File: src/rtl/exc_ctrl.sv
// rtl/exc_ctrl.sv - exception/interrupt sequencer driving SR push/pop, EPC/CAUSE and fetch redirect
module exc_ctrl #(
  parameter logic [31:0] EXC_VECTOR = 32'h8000_0180,
  parameter int          NIRQ       = 6
) (
  input  logic            clk,
  input  logic            rst,
  input  logic            ie,
  input  logic            s_u,
  input  logic            instr_valid,
  input  logic [31:0]     pc,
  input  logic            bd,
  input  logic            syscall,
  input  logic            ri,
  input  logic            ovf,
  input  logic            rfe_instr,
  input  logic [NIRQ-1:0] irq,
  input  logic [NIRQ-1:0] im,
  output logic            exception,
  output logic            rfe,
  output logic            flush,
  output logic            pc_load,
  output logic [31:0]     pc_target,
  output logic            busy,
  output logic [31:0]     epc,
  output logic [31:0]     cause
);

  typedef enum logic [1:0] {IDLE, EXC, RFE_S, COOL} state_t;

  state_t      state_q, state_d;
  logic        exception_q, exception_d;
  logic        rfe_q, rfe_d;
  logic        redirect_q, redirect_d;
  logic        busy_q, busy_d;
  logic [31:0] pc_target_q, pc_target_d;
  logic [31:0] epc_q, epc_d;
  logic        bd_q, bd_d;
  logic [7:0]  ip_q, ip_d;
  logic [4:0]  code_q, code_d;

  logic [7:0]  pend8;
  logic        take_exc, take_rfe;
  logic [4:0]  exc_code;

  always_comb begin
    pend8 = '0;
    pend8[NIRQ-1:0] = irq & im;
  end

  // Synchronous faults need a valid instruction; interrupts are lowest priority and ignore it.
  always_comb begin
    take_exc = 1'b0;
    take_rfe = 1'b0;
    exc_code = 5'd0;
    if (instr_valid && rfe_instr && !s_u) begin
      take_exc = 1'b1;
      exc_code = 5'd11;
    end else if (instr_valid && ri) begin
      take_exc = 1'b1;
      exc_code = 5'd10;
    end else if (instr_valid && ovf) begin
      take_exc = 1'b1;
      exc_code = 5'd12;
    end else if (instr_valid && syscall) begin
      take_exc = 1'b1;
      exc_code = 5'd8;
    end else if (instr_valid && rfe_instr) begin
      take_rfe = 1'b1;
    end else if (ie && |pend8) begin
      take_exc = 1'b1;
      exc_code = 5'd0;
    end
  end

  always_ff @(posedge clk or negedge rst) begin
    if (!rst) begin
      state_q     <= IDLE;
      exception_q <= 1'b0;
      rfe_q       <= 1'b0;
      redirect_q  <= 1'b0;
      busy_q      <= 1'b0;
      pc_target_q <= EXC_VECTOR;
      epc_q       <= '0;
      bd_q        <= 1'b0;
      ip_q        <= '0;
      code_q      <= '0;
    end else begin
      state_q     <= state_d;
      exception_q <= exception_d;
      rfe_q       <= rfe_d;
      redirect_q  <= redirect_d;
      busy_q      <= busy_d;
      pc_target_q <= pc_target_d;
      epc_q       <= epc_d;
      bd_q        <= bd_d;
      ip_q        <= ip_d;
      code_q      <= code_d;
    end
  end

  always_comb begin
    state_d = state_q;
    case (state_q)
      IDLE: begin
        if (take_exc)      state_d = EXC;
        else if (take_rfe) state_d = RFE_S;
      end
      EXC:     state_d = COOL;
      RFE_S:   state_d = COOL;
      COOL:    state_d = IDLE;
      default: state_d = IDLE;
    endcase
  end

  // Outputs are decoded from the next state so every pulse leaves a flop.
  always_comb begin
    exception_d = (state_d == EXC);
    rfe_d       = (state_d == RFE_S);
    redirect_d  = (state_d == EXC) || (state_d == RFE_S);
    busy_d      = (state_d != IDLE);
    pc_target_d = pc_target_q;
    if (state_d == EXC)   pc_target_d = EXC_VECTOR;
    if (state_d == RFE_S) pc_target_d = epc_q;
    epc_d  = epc_q;
    bd_d   = bd_q;
    code_d = code_q;
    ip_d   = ip_q;
    if (state_q == IDLE) begin
      ip_d = pend8;
      if (take_exc) begin
        epc_d  = pc;
        bd_d   = bd;
        code_d = exc_code;
      end
    end
  end

  assign exception = exception_q;
  assign rfe       = rfe_q;
  assign flush     = redirect_q;
  assign pc_load   = redirect_q;
  assign busy      = busy_q;
  assign pc_target = pc_target_q;
  assign epc       = epc_q;
  assign cause     = {bd_q, 15'b0, ip_q, 1'b0, code_q, 2'b00};

endmodule

File: config.mk
export PLATFORM = sky130hd
export DESIGN_NAME = exc_ctrl
export DESIGN_NICKNAME = d
export VERILOG_FILES = /design/src/rtl/exc_ctrl.sv
export SDC_FILE = /design/constraint.sdc
export NUM_CORES = 1
export LEC_CHECK = 0
export ABC_AREA = 1
export CAP_MARGIN = 15
export CORE_ASPECT_RATIO = 0.6
export CORE_MARGIN = 1
export CORE_UTILIZATION = 42
export DETAILED_ROUTE_END_ITERATION = 10
export HOLD_SLACK_MARGIN = 0.1
export PLACE_DENSITY = 0.76
export SLEW_MARGIN = 20
export SYNTH_ARGS = -nofsm -noshare
export SYNTH_HDL_FRONTEND = slang
export SYNTH_SLANG_ARGS = --single-unit
File: constraint.sdc
create_clock -name clk -period 2.42 [get_ports clk]
set_input_delay 0.484 -clock clk [delete_from_list [all_inputs] [get_ports clk]]
set_output_delay 0.484 -clock clk [all_outputs]
set_load 0.05 [all_outputs]
**Yosys cells after proc, flatten, opt, wreduce, memory -nomap -nowiden**

Index checks and enable logic that the tools add are counted.

- Bitwise gates (word level): 1
- Equal/unequal tests: 5
- Multiplexer cells: 20
- Reductions and logical operators: 14

Operator list:

| cell | number |
|---|---|
| $mux W32 | 2 |
| $mux W4 | 4 |
| $mux W1 | 11 |
| $and A6 B6 Y6 | 1 |
| $eq A2 B2 Y1 const B | 3 |
| $logic_and A1 B1 Y1 | 6 |
| $pmux W2 S3 | 1 |
| $reduce_or A6 Y1 | 1 |
| $eq A2 B1 Y1 const B | 2 |
| $mux W2 | 2 |
| $reduce_bool A2 Y1 | 2 |
| $logic_not A2 Y1 | 1 |
| $reduce_and A2 Y1 | 1 |
| $reduce_or A2 Y1 | 1 |
| $logic_not A1 Y1 | 1 |
| $logic_or A1 B1 Y1 | 1 |

- Output and inout port bits: 101
- Bits of input ports: 54
- Register bits: 82

**Depth between registers and ports, before layout**

- Word-level depth: 14
- Depth in mapped cells: 13

**Worst setup path before layout**

No wires, ideal clock.

- Kind: input -> register
- Start point: in ovf
- End point: reg pc_target_q[13], in the netlist pc_target[13]
- Data arrival time: 2.144 ns
- Path buffers: 2
- Cell stages on the path: 10
- Library setup time: 0.083 ns
- Slack: 0.194 ns
- Cells stage by stage: o21ai_1 -> inv_2 -> nor2_4 -> nand2_8 -> a21oi_1 -> ha_1 -> clkbuf_1 -> buf_1 -> nand3_1 -> o21ai_0

- Word-level cells in the longest chain between the ends: 9

RTL lines:

| what | line | RTL |
|---|---|---|
| start: declaration | 15 | `input logic ovf,` |
| $logic_and A1 B1 Y1 (*) | 62 | `end else if (instr_valid && ovf) begin` |
| $mux W1 | 62 |  |
| $mux W1 | 59 | `end else if (instr_valid && ri) begin` |
| $mux W1 | 56 | `if (instr_valid && rfe_instr && !s_u) begin` |
| $mux W2 | 107 | `else if (take_rfe) state_d = RFE_S;` |
| $mux W2 (*) | 106 | `if (take_exc) state_d = EXC;` |
| $pmux W2 S3 (*) | 104 | `case (state_q)` |
| $eq A2 B2 Y1 / $eq A2 B1 Y1 (equally long branches) | 124, 123 |  |
| $mux W32 / $reduce_bool A2 Y1 (equally long branches) | -- |  |
| end signal: assignment | 94 | `pc_target_q <= pc_target_d;` |
| end: declaration | 36 | `logic [31:0] pc_target_q, pc_target_d;` |

Every way passes the cells marked *; elsewhere a longest branch is shown, timed or not.
A chain may end at the register's enable or synchronous reset.

**Worst setup path in the final report**

- Start point: in instr_valid
- End point: reg pc_target_q[24], in the netlist pc_target[24]

- Word-level cells in the longest chain between the ends: 11

RTL lines:

| what | line | RTL |
|---|---|---|
| start: declaration | 10 | `input logic instr_valid,` |
| $logic_and A1 B1 Y1 | 56, 68 |  |
| $mux W1 | 68 | `end else if (instr_valid && rfe_instr) begin` |
| $mux W1 | 65 | `end else if (instr_valid && syscall) begin` |
| $mux W1 | 62 |  |
| $mux W1 | 59 |  |
| $mux W1 | 56 |  |
| $mux W2 | 107 |  |
| $mux W2 (*) | 106 |  |
| $pmux W2 S3 (*) | 104 |  |
| via state_d[1] | 31 | `state_t state_q, state_d;` |
| $eq A2 B2 Y1 / $eq A2 B1 Y1 (equally long branches) | 124, 123 |  |
| $mux W32 / $reduce_bool A2 Y1 (equally long branches) | -- |  |

The timed path passes the listed nets; every way through them passes the cells marked *.

==> run summary <==
The logic depth of the worst register-to-register path came out at 11. The number of unique standard cell types used by synthesis is 23. The I/O pin count is 155. The share of synthesized flip-flops with an asynchronous set or reset is 1.00. The achievable frequency is 0.459 GHz. The flop and latch count out of synthesis came out at 81.

The tree is rooted in a clkbuf_16. The number of setup buffers added after CTS is 0. The first-pass GRT wire length is 14600 microns. Of all cell types, the one taking the most synthesized area is dfrtp_1. The dominant synthesized flop cell is dfrtp_1. The post-synthesis area per instance came out at 9.05 sq um. The number of antenna violations at the first check in global routing is 0.

TritonCTS built the clock tree. The total clock sinks came out at slightly above 80. The largest net degree at the start of global routing is 47. The worst setup path is of the input pin to flop kind. The clock buffer count from CTS is 9.

The transition time at the pin with the least slew margin came out at about 0.56 ns. The worst-case headroom to the max-slew limit is 0.628. The total number of nets in the final design came out at 587.

The final-layout fill cell count is roughly 680. The insertion delay to the later sink of the worst-skew pair came out at 0.34 ns. The horizontal die dimension came out at 121 microns. Dividing the final minimum period by the clock period gives 0.900. Setup repair after global routing left no endpoint under its margin. Data on the critical path arrives at its endpoint at between 2 and 2.5 ns.

The maximum clock skew at final layout is between 0.005 and 0.006 ns. The synthesis-to-finish area growth came out at 46.8%. The largest driver fanout on the critical path is 14. The total area inside the core boundary comes to approximately 8000 sq um. The final global-route overflow total is 0.

The nature of the critical path endpoint is a flop. The startpoint type of the worst setup path is an input pin. The total standard cell area after synthesis came out at 3580 sq um. Detailed placement ended at an HPWL of 6570 microns. The number of antenna diodes in the final layout is 0. The post-CTS clock slew at the launch and capture registers of the worst setup and hold paths came out at 0.06 ns.

The global placer's final weighted congestion came out at around 0.86. The count of final hold-check violations came to 0. The number of nets still failing antenna checks after routing came out at 0. The post-route minimum period came out at 2.18 ns. The post-cts sizing count came out at 0.

The post-detailed-route DRC marker count is 0. The count of flip-flops with a built-in enable after synthesis came out at 0. The die footprint is 8900 sq um. The quantity of I/O buffers inserted on ports came out at roughly 130.

The warning count from the yosys run came out at 0. In the routed layout, each cell is associated on average with a via count of 4.84. The first TritonRoute pass finished after 4 iterations. The tightest min-delay check is of the input pin to asynchronous set/reset pin type. The H-tree depth is 3. Summing over every cut layer, the via total after detailed routing is 3098. The global router's overall resource usage came out at 0.223. The initial utilization of the core area, before any placement, comes to 0.443. Max-cap violations in this run came to 0. The number of slew-limit violations in the final report is 0. The floorplan has 25 rows. The most common cell in the synthesized netlist is nand2_1. The count of endpoints failing setup in the final report came out at 0. For this design, the CTS-stage hold fixing added 0 buffers.

The share of synthesized area in the top cell type comes to 0.546. The vertical die dimension is around 73 microns. The flow ran to the end, and the final reports show no timing, DRC or antenna violations.

The cell count after synthesis came out at ~400. The post-synthesis sequential area ratio is 0.568. The endpoint required time on the critical path is 2.67 ns. Ranked by total cell area, the synthesized netlist is headed by dfrtp_1 55%, nand2_1 10%, nand3_1 9.2%, buf_4 5.7%, o21ai_0 5.2%. The core occupancy in the finished layout is 0.650.

Sorting the synthesized cells by how often they occur yields 95 x nand2_1, 78 x dfrtp_1, 66 x nand3_1. Of the cells placed in the final design, the portion with a size suffix greater than 1 is 0.0752. The number of global-route vias before repair came out at 2945.

The number of DRC markers in iteration 0 came out at 102. The maximum root-to-sink buffer count came out at 2. Dividing the detail-routed wire length by the instance count gives 14.4 microns. The aggregate routed wire length is 9220 microns.
routing by layer:
metal	vias to the layer above	GRT usage	routed length, microns
met5	-	0	0
met4	0	0.0754	133
met3	13	0.0815	925
met2	151	0.345	4040
met1	1456	0.291	4120
li1	1478	-	-
cells in the final DEF (no fill, tap or decap), types with 2 or more instances in the layout:
master / count
nand2_1: 95
nand2_8: 2
conb_1: 21
ha_1: 3
buf_12: 3
clkbuf_16: 9
buf_4: 12
nand2_2: 2
a21oi_1: 4
dfrtp_1: 78
inv_1: 38
nand3_1: 66
dfstp_2: 3
inv_2: 2
nor2_1: 12
clkdlybuf4s50_1: 132
o21ai_0: 37
ha_2: 2
clkbuf_1: 3
final timing paths:
path	slack [ns]	from	to
max	0.24	instr_valid	pc_target[24]
min	0.1	rst	epc[3]
max in group asynchronous	1.65	rst	pc_target[31]
min reg2reg	0.47	code_q[0]	code_q[0]
max reg2reg	0.38	state_q[0]	pc_target[24]
min in group clk	0.47	code_q[0]	code_q[0]
sequential cells by signal (all words and copies together) (netlist names):
name / flops
flush: 1
pc_target: 32
rfe: 1
bd_q: 1
ip_q: 6
epc: 32
state_q: 2
exception: 1
code_q: 4
busy: 1
per-stage QoR:
step | worst slack [ns] | hold slack (ns) | area (sq um) | TNS (ns) | cells
after global routing | 0.0452 | 0.118 | 5250 | 0 | 640
after CTS | 0.230 | 0.108 | 5250 | 0 | 640
after global placement | -0.0173 | 0.460 | 4970 | -0.0661 | 625
final | 0.242 | 0.0967 | 5250 | 0 | 640
after floorplan | 0.194 | 0.188 | 3650 | 0 | 415
after detailed placement | -0.106 | 0.464 | 4970 | -2.14 | 625
cells by family (layout without fill, tap and decap cells):
family,after synthesis,in the layout,share of synthesized area
other,1,21,0.00105
flip-flops,81,81,0.568
buffers and inverters,85,202,0.124
adder cells (fa/ha/maj),5,5,0.0175
AO/OA/AOI/OAI,43,43,0.0633
AND/OR/NAND/NOR,180,180,0.226
worst max-delay path, cell delays in order:
cell and delay, ns:
clkdlybuf4s50_1 0.54, nand2_2 0.11, inv_2 0.07, nand4_1 0.11, and2_1 0.18, o21ai_0 0.28, ha_1 0.26, buf_4 0.23
nand3_1 0.08, o21ai_0 0.08
area by class of cell:
| type | instances | area (sq um) | share of cell area |
|---|---|---|---|
| Tap cell | 108 | 135 | 0.0257 |
| Timing Repair Buffer | 147 | 1470 | 0.280 |
| Sequential cell | 81 | 2030 | 0.387 |
| Clock buffer | 12 | 236 | 0.0451 |
| Inverter | 40 | 150 | 0.0286 |
| Multi-Input combinational cell | 249 | 1180 | 0.225 |
| Clock inverter | 3 | 43.8 | 0.00834 |
Power is not shown: default switching activity piles up to over one toggle a cycle in this logic, so the estimate is an artifact.
